--- src/rtl/lsu_axil_master.sv ---
`default_nettype none
// ============================================================================
//  Module   : lsu_axil_master
//  Purpose  : AXI-lite master for the load/store unit. Accepts one core-side
//             request at a time and issues it as an AR/R read or an AW/W/B
//             write, then presents load data and error status on a response
//             handshake that is held until the core consumes it.
//  Ports    : clk, rst_n                 - clock (posedge), async active-low reset
//             req_valid/req_ready        - core request handshake
//             req_wen/addr/wdata/wstrb   - request payload (1 = store)
//             resp_valid/resp_ready      - core response handshake
//             resp_rdata/resp_err        - load data (0 for stores), bus error
//             ar*/r*/aw*/w*/b*           - AXI-lite master channels
//  Revision : 1.0  initial release
// ============================================================================
module lsu_axil_master #(
    parameter int ADDR_W = 32,
    parameter int DATA_W = 32
) (
    input  logic                  clk,
    input  logic                  rst_n,

    // Core request
    input  logic                  req_valid,
    output logic                  req_ready,
    input  logic                  req_wen,
    input  logic [ADDR_W-1:0]     req_addr,
    input  logic [DATA_W-1:0]     req_wdata,
    input  logic [DATA_W/8-1:0]   req_wstrb,

    // Core response
    output logic                  resp_valid,
    input  logic                  resp_ready,
    output logic [DATA_W-1:0]     resp_rdata,
    output logic                  resp_err,

    // AXI-lite read address channel
    output logic [ADDR_W-1:0]     araddr,
    output logic                  arvalid,
    input  logic                  arready,

    // AXI-lite read data channel
    input  logic [DATA_W-1:0]     rdata,
    input  logic [1:0]            rresp,
    input  logic                  rvalid,
    output logic                  rready,

    // AXI-lite write address channel
    output logic [ADDR_W-1:0]     awaddr,
    output logic                  awvalid,
    input  logic                  awready,

    // AXI-lite write data channel
    output logic [DATA_W-1:0]     wdata,
    output logic [DATA_W/8-1:0]   wstrb,
    output logic                  wvalid,
    input  logic                  wready,

    // AXI-lite write response channel
    input  logic [1:0]            bresp,
    input  logic                  bvalid,
    output logic                  bready
);

    localparam int STRB_W = DATA_W / 8;

    typedef enum logic [2:0] {
        S_IDLE  = 3'd0,
        S_RADDR = 3'd1,
        S_RDATA = 3'd2,
        S_WRITE = 3'd3,
        S_WRESP = 3'd4,
        S_DONE  = 3'd5
    } state_t;

    state_t                r_state;
    state_t                w_state_next;

    // Latched request payload. The load/store direction is not stored
    // separately: it is captured by the choice of RADDR vs WRITE.
    logic [ADDR_W-1:0]     r_addr;
    logic [DATA_W-1:0]     r_wdata;
    logic [STRB_W-1:0]     r_wstrb;

    // Per-channel completion flags for the write phase; AW and W may
    // complete in either order or together.
    logic                  r_aw_done;
    logic                  r_w_done;

    logic [DATA_W-1:0]     r_resp_rdata;
    logic                  r_resp_err;

    logic                  w_accept;
    logic                  w_ar_fire;
    logic                  w_aw_fire;
    logic                  w_w_fire;
    logic                  w_aw_ok;
    logic                  w_w_ok;

    // ------------------------------------------------------------------
    // Outputs are pure functions of state and registers, so no request
    // input ever reaches an AXI output combinationally, and an async
    // reset drops every valid/ready the moment it forces IDLE.
    // ------------------------------------------------------------------
    assign req_ready  = (r_state == S_IDLE);
    assign arvalid    = (r_state == S_RADDR);
    assign rready     = (r_state == S_RDATA);
    assign awvalid    = (r_state == S_WRITE) && !r_aw_done;
    assign wvalid     = (r_state == S_WRITE) && !r_w_done;
    assign bready     = (r_state == S_WRESP);
    assign resp_valid = (r_state == S_DONE);

    assign araddr     = r_addr;
    assign awaddr     = r_addr;
    assign wdata      = r_wdata;
    assign wstrb      = r_wstrb;
    assign resp_rdata = r_resp_rdata;
    assign resp_err   = r_resp_err;

    assign w_accept   = req_valid && req_ready;
    assign w_ar_fire  = arvalid && arready;
    assign w_aw_fire  = awvalid && awready;
    assign w_w_fire   = wvalid && wready;

    // A channel counts as done if it finished earlier or finishes now.
    assign w_aw_ok    = r_aw_done || w_aw_fire;
    assign w_w_ok     = r_w_done  || w_w_fire;

    // ------------------------------------------------------------------
    // State register
    // ------------------------------------------------------------------
    always_ff @(posedge clk or negedge rst_n) begin
        if (!rst_n) begin
            r_state <= S_IDLE;
        end else begin
            r_state <= w_state_next;
        end
    end

    // ------------------------------------------------------------------
    // Next-state logic
    // ------------------------------------------------------------------
    always_comb begin
        w_state_next = r_state;
        case (r_state)
            S_IDLE: begin
                if (w_accept) begin
                    w_state_next = req_wen ? S_WRITE : S_RADDR;
                end
            end
            S_RADDR: begin
                if (w_ar_fire) begin
                    w_state_next = S_RDATA;
                end
            end
            S_RDATA: begin
                if (rvalid) begin
                    w_state_next = S_DONE;
                end
            end
            S_WRITE: begin
                if (w_aw_ok && w_w_ok) begin
                    w_state_next = S_WRESP;
                end
            end
            S_WRESP: begin
                if (bvalid) begin
                    w_state_next = S_DONE;
                end
            end
            S_DONE: begin
                if (resp_ready) begin
                    w_state_next = S_IDLE;
                end
            end
            default: begin
                w_state_next = S_IDLE;
            end
        endcase
    end

    // ------------------------------------------------------------------
    // Request payload capture and write-channel completion tracking
    // ------------------------------------------------------------------
    always_ff @(posedge clk or negedge rst_n) begin
        if (!rst_n) begin
            r_addr    <= '0;
            r_wdata   <= '0;
            r_wstrb   <= '0;
            r_aw_done <= 1'b0;
            r_w_done  <= 1'b0;
        end else begin
            if (w_accept) begin
                r_addr    <= req_addr;
                r_wdata   <= req_wdata;
                r_wstrb   <= req_wstrb;
                // Cleared on entry so each write starts with both channels open.
                r_aw_done <= 1'b0;
                r_w_done  <= 1'b0;
            end else if (r_state == S_WRITE) begin
                if (w_aw_fire) begin
                    r_aw_done <= 1'b1;
                end
                if (w_w_fire) begin
                    r_w_done <= 1'b1;
                end
            end
        end
    end

    // ------------------------------------------------------------------
    // Response capture. Values are held through DONE until the next
    // transaction overwrites them.
    // ------------------------------------------------------------------
    always_ff @(posedge clk or negedge rst_n) begin
        if (!rst_n) begin
            r_resp_rdata <= '0;
            r_resp_err   <= 1'b0;
        end else begin
            if ((r_state == S_RDATA) && rvalid) begin
                r_resp_rdata <= rdata;
                r_resp_err   <= (rresp != 2'b00);
            end else if ((r_state == S_WRESP) && bvalid) begin
                r_resp_rdata <= '0;
                r_resp_err   <= (bresp != 2'b00);
            end
        end
    end

endmodule
`default_nettype wire

--- config.mk ---
export PLATFORM = sky130hd
export DESIGN_NAME = lsu_axil_master
export DESIGN_NICKNAME = d
export VERILOG_FILES = /design/src/rtl/lsu_axil_master.sv
export SDC_FILE = /design/constraint.sdc
export NUM_CORES = 1
export LEC_CHECK = 0
export BUFFER_PORTS_ARGS = -buffer_cell sky130_fd_sc_hd__buf_2
export CAP_MARGIN = 5
export CORE_MARGIN = 3
export CORE_UTILIZATION = 40
export DETAILED_ROUTE_END_ITERATION = 7
export PLACE_DENSITY = 0.74
export SLEW_MARGIN = 25
export SYNTH_ARGS = -nofsm -noshare
export SYNTH_HDL_FRONTEND = slang
export SYNTH_SLANG_ARGS = --single-unit
--- constraint.sdc ---
create_clock -name clk -period 1.5 [get_ports clk]
set_input_delay 0.075 -clock clk [delete_from_list [all_inputs] [get_ports clk]]
set_output_delay 0.075 -clock clk [all_outputs]
set_load 0.01 [all_outputs]
==> qor.txt, run 1 <==
run status: finished, violations left
failing checks: setup timing
max cap viols: 0
R2R depth: 5
synthesized instance count: 304
CTS tree: yes
CTS buffer count: 9
Comb pwr share: 53.9%
yosys warns: 0
Die Span X: 111 um
1st-iter DRT viols: 147
worst setup path start: r_state[0]
Congestion Overflow GR: 0
Setup CP Type: reg2reg
# H-tree levels: 3
met3 usage: 5.13%
drt pass-1 iters: 4
worst min-delay path class: in2reg
layout cells sized above 1: 59.4%
CP required: 1.73 ns
Post-DP HPWL: 7950 um
register area: 2660 um^2
crit path capture: r_state[0]
antenna violations before repair: 0
Detailed Route WL: 15500 um
row cnt: 37
DR vias: 3994
largest net degree at the start of global routing: 60
Net Switching: 0.00539 W
Starting Density: 41.7%
#FFs+latches synth: 106
cell leakage power: 3.99 nW
synthesis-to-finish area growth: 77.5%
DRT antenna net count: 0
die height: 111 um
Synth Area per Inst: 14.4 um^2
Ports: 254
FF-to-FF setup slack: -0.13 ns
DR WL/cell: 19.1 um
Max Slew Vio Count: 0
clk_lat worst skew: 0.35 ns
Max-slew headroom: 79.9%
WHS: 0.0324 ns
final setup margin: -0.128 ns
crit-path max FO: 5
mapped cell area: 4390 um^2
core area: 10500 um^2
setup violators final: 104
Clk pwr share: 11.6%
antenna diode count: 0
Sw Share: 35.6%
Worst Setup End Kind: flop
worst-margin pin slew: 0.302 ns
Reg2Reg Capture Point: r_state[0]
period utilization: 109%
Root Driver: clkbuf_8
CTS clk-pin slew, worst paths: 0.10 ns
Clock Sinks: 106
met1 GRT Util: 26.6%
global-route met2 utilization: 41.5%
Total GRT Usage: 22.9%
port bufs: 253
via density per instance: 4.94
Distinct cells, synth: 27
RR Startpoint: r_state[0]
utilization after layout: 74.1%
area of the multi-input gates: 1660 um^2
vias in the first global route: 4294
Int Power: 0.00976 W
Sequential Power Share: 34.4%
final-report hold violation count: 0
fin nets: 782
Synth Net Count: 418
RSZ-0062 raised after global routing: true
busiest grt layer: met2
DIE AREA: 12300 um^2
first-pass GRT wire length: 22700 um
Total Power: 0.0151 W
most frequent cells in the layout: buf_2, dfrtp_1, dlygate4sd3_1
most common cell after layout, fill and taps aside: buf_2
maximum vdd drop: 1060 uV
register area share after synthesis: 60.5%
Worst Path Arrival: 1.86 ns
Tmin final: 1.63 ns
P per Cell Area: 1950 nW/um^2
DRC violations left: 0
fill cell count: 627
CP startpoint kind: flop
Place WS: -0.130 ns
clock buffer depth: 2
GP Congestion: 0.852
clk_skew: 0.00640 ns
Max Freq: 0.614 GHz
## final cells by class
type / instances / share of cell area [%]
flip-flops and latches: 106 / 34.1
repair buffers: 403 / 39.7
clock buffers: 12 / 1.86
clock inverters: 4 / 0.659
inverters: 1 / 0.0482
well taps: 136 / 2.19
multi-input cells: 147 / 21.4
## flip-flops by register name, summed over array words and instances, names as in the netlist
| signal | flops |
|---|---|
| resp_err | 1 |
| r_state | 3 |
| araddr | 32 |
| wstrb | 4 |
| resp_rdata | 32 |
| wdata | 32 |
| r_aw_done | 1 |
| r_w_done | 1 |
## worst max-delay path: stages (launching register included)
cell and delay [ns]:
dfrtp_2 0.44, buf_6 0.13, mux2i_1 0.12, a22oi_1 0.19
mux2_1 0.35, a311o_1 0.28
## how the worst min path moves through the flow
stage | start | endpoint | slack, ns | depth (start not counted)
2_1_floorplan | rst_n | araddr[0] | -0.22 | 0
3_3_place_gp | rst_n | wdata[23] | 0.1 | 2
3_5_place_dp | rst_n | wdata[23] | 0.09 | 2
4_1_cts | awready | r_aw_done | 0.02 | 3
5_1_grt | awready | r_aw_done | 0.08 | 3
6_report | wready | r_w_done | 0.03 | 3
## routing by layer
layer,vias to the layer above,routed length (um)
met2,218,8100
met5,-,0
met4,0,347
met3,30,1050
met1,1971,5980
li1,1775,-
## logic make-up (layout without fill, tap and decap cells)
kind of cell | count (synthesis) | count (layout) | share of synthesized area (%)
and+or+nand+nor | 29 | 29 | 3.99
DFF | 106 | 106 | 60.5
buffers and inverters | 51 | 420 | 8.82
AOI/OAI and AO/OA | 47 | 47 | 8.53
muxes | 71 | 71 | 18.2
## synth_stat cells (all sizes together)
master    n  area [um^2]
a22oi     2         15.0
a311o     2         20.0
a22o     32          280
mux2     69          777
or2       1         6.26
and2b     2         15.0
and2      4         25.0
mux2i     2         20.0
o21ai     6         30.0
nand2b    3         26.3
nor2      8         32.5
nor2b     1         6.26
a21oi     4         20.0
buf      50          383
nand2     5         18.8
or3       1         6.26
inv       1         3.75
o221ai    1         8.76
nor3b     1         12.5
nor3      3         26.3
dfrtp   106         2650
## per-stage QoR
stage          std cells  cell area (um^2)  TNS, ns
6_report             809              7780    -7.60
5_1_grt              809              7780   -14.94
4_1_cts              801              7440    -7.97
3_5_place_dp         663              5670    -8.46
3_3_place_gp         663              5670    -5.54
2_1_floorplan        304              4390   -0.540
## power by group through the flow
stage | Sequential [W] | Combinational (W) | Clock (W)
after floorplan | 0.00563 | 0.00319 | 0
after global placement | 0.00504 | 0.00566 | 0
after detailed placement | 0.00509 | 0.00582 | 0
after CTS | 0.00510 | 0.00723 | 0.00179
after global routing | 0.00540 | 0.00863 | 0.00190
final | 0.00521 | 0.00817 | 0.00176
## timing repair
action	CTS	global route
pin swaps	6	8
resized for setup	62	50
gates cloned	9	6
hold endpoints to repair	207	0
hold buffers	103	0
setup buffers	10	3
endpoints found under the setup margin	107	109
Power figures use the tool's default switching activity.
==> inputs of run 2 (changes only) <==
--- a/config.mk
+++ b/config.mk
@@ -7,6 +7,7 @@
 export LEC_CHECK = 0
 export BUFFER_PORTS_ARGS = -buffer_cell sky130_fd_sc_hd__buf_2
 export CAP_MARGIN = 5
+export CORE_ASPECT_RATIO = 0.7
 export CORE_MARGIN = 3
 export CORE_UTILIZATION = 40
 export DETAILED_ROUTE_END_ITERATION = 7
==> run 2 against run 1 <==
- the flow still finishes with violations (setup timing)
- combinational power is 6.1% lower
- hold slack worse by 0.0071 ns
- clock power rose by 41%
- global-route usage fell by 0.48 points
- non-clock buffer count fell by 14
- utilization down 1.6 points
- via count is 3.4% lower
- clock skew decreased by 0.0014 ns
- maximum frequency is essentially flat
- sequential share of layout area rose by 0.77 points
- sequential power down 0.8%
- critical endpoint unchanged
- largest cell class unchanged
==> qor.txt, run 2 (synthesis gave the netlist of run 1 again) <==
run status: finished, violations left (unchanged)
failing checks: setup timing (unchanged)
Ports: 254 (unchanged)
Hold Crit Start: rresp[1] (was wready)
via density per instance: 4.79 (was 4.94)
CTS clk-pin slew, worst paths: 0.07 ns (was 0.10 ns)
period utilization: 108% (was 109%)
RR Startpoint: r_state[0] (unchanged)
Worst Setup End Kind: flop (unchanged)
worst setup path start: r_state[0] (unchanged)
crit-path max FO: 4 (was 5)
clk_lat worst skew: 0.33 ns (was 0.35 ns)
most frequent cells in the layout: buf_2, dfrtp_1, dlygate4sd3_1 (unchanged)
Worst Path Arrival: 1.85 ns (was 1.86 ns)
worst-margin pin slew: 0.583 ns (was 0.302 ns)
Post-DP HPWL: 7940 um (was 7950 um)
Max-slew headroom: 61.1% (was 79.9%)
first-pass GRT wire length: 21900 um (was 22700 um)
1st-iter DRT viols: 120 (was 147)
DRT antenna net count: 0 (unchanged)
Max Slew Vio Count: 0 (unchanged)
GP Congestion: 0.777 (was 0.852)
final setup margin: -0.126 ns (was -0.128 ns)
FF-to-FF setup slack: -0.13 ns (about the same)
CTS buffer count: 9 (unchanged)
largest net degree at the start of global routing: 107 (was 60)
Clock Sinks: 106 (unchanged)
synthesis-to-finish area growth: 73.6% (was 77.5%)
CTS tree: yes (unchanged)
WHS: 0.0253 ns (was 0.0324 ns)
worst min-delay path class: in2reg (unchanged)
DIE AREA: 12300 um^2 (about the same)
row cnt: 31 (was 37)
Root Driver: clkbuf_16 (was clkbuf_8)
Detailed Route WL: 14800 um (was 15500 um)
DR WL/cell: 18.4 um (was 19.1 um)
maximum vdd drop: 1020 uV (was 1060 uV)
port bufs: 253 (unchanged)
Max Freq: 0.615 GHz (was 0.614 GHz)
clock buffer depth: 2 (unchanged)
layout cells sized above 1: 57.8% (was 59.4%)
clk_skew: 0.00499 ns (was 0.00640 ns)
Total Power: 0.0153 W (was 0.0151 W)
Setup CP Type: reg2reg (unchanged)
CP required: 1.72 ns (was 1.73 ns)
most common cell after layout, fill and taps aside: buf_2 (unchanged)
antenna violations before repair: 0 (unchanged)
drt pass-1 iters: 4 (unchanged)
vias in the first global route: 4117 (was 4294)
core area: 10500 um^2 (about the same)
DR vias: 3857 (was 3994)
Total GRT Usage: 22.4% (was 22.9%)
Congestion Overflow GR: 0 (unchanged)
fin nets: 768 (was 782)
DRC violations left: 0 (unchanged)
setup violators final: 92 (was 104)
RSZ-0062 raised after global routing: true (unchanged)
max cap viols: 0 (unchanged)
CP startpoint kind: flop (unchanged)
final-report hold violation count: 0 (unchanged)
P per Cell Area: 2010 nW/um^2 (was 1950 nW/um^2)
die height: 93.6 um (was 111 um)
Starting Density: 41.7% (about the same)
# H-tree levels: 3 (unchanged)
fill cell count: 665 (was 627)
Tmin final: 1.63 ns (about the same)
Die Span X: 131 um (was 111 um)
antenna diode count: 0 (unchanged)
cell leakage power: 3.91 nW (was 3.99 nW)
==> run 2: cell count changes in the layout (fill, tap and decap cells not counted), sizes merged <==
cell         change
buf             -12
clkbuf           -3
bufinv           +1
clkinv           -1
clkinvlp         +1
dlygate4sd3      -1
==> run 2: path summary, 6_finish.rpt <==
path	cells after the start	end
setup reg to reg	5	r_state[0]
hold reg to reg	1	resp_rdata[31]
hold / removal	3	resp_err
max in group asynchronous	3	resp_rdata[5]
setup / recovery	5	r_state[0]
min in group asynchronous	3	resp_rdata[31]
==> run 2: cell type report <==
class                   count  area (um^2)  area share [%]
well taps                 148          185            2.43
clock inverters             5         80.1            1.05
multi-input cells         147         1630            21.5
repair buffers            389         2830            37.1
inverters                   1         3.75          0.0493
flip-flops and latches    106         2660            34.9
clock buffers              10          229            3.01
==> run 2: per-stage QoR <==
step	setup WS, ns	utilization, %	cell area (um^2)	instances	setup TNS (ns)
6_report	-0.126	72.4	7610	806	-5.60
5_1_grt	-0.161	72.4	7610	806	-10.27
4_1_cts	-0.125	70.0	7360	799	-6.79
3_5_place_dp	-0.126	53.6	5630	673	-6.58
3_3_place_gp	-0.0611	53.6	5630	673	-2.99
2_1_floorplan	-0.0270	-	4390	304	-0.540
==> run 2: worst max-delay path, cell delays in order (launching register included) <==
cell and delay [ns]:
dfrtp_2 0.40, buf_4 0.15, mux2i_1 0.14, a22oi_1 0.22
mux2_1 0.34, a311o_1 0.27
==> run 2: timing repair <==
| action | CTS | global route |
|---|---|---|
| setup endpoints to repair | 105 | 109 |
| endpoints found under the hold margin | 206 | 1 |
| hold buffers | 101 | 1 |
| cloned | 4 | 5 |
| pin swaps | 2 | 5 |
| resized for setup | 55 | 37 |
| buffers inserted | 7 | 2 |
==> run 2: per-layer routing <==
metal | up-vias | part of all wire, % | GRT usage [%]
li1 | 1747 | - | -
met1 | 1895 | 40 | 25.7
met2 | 190 | 52 | 41.6
met3 | 25 | 5.8 | 5.86
met4 | 0 | 1.8 | 7.08
met5 | - | 0 | 0
==> run 2: power breakdown <==
part	switching, W	internal (W)	leakage, nW	total (W)
logic	0.00334	0.00434	2.48	0.00767
clock network	0.00103	0.00145	0.145	0.00248
registers	0.000926	0.00424	1.29	0.00517
total	0.00530	0.0100	3.91	0.0153
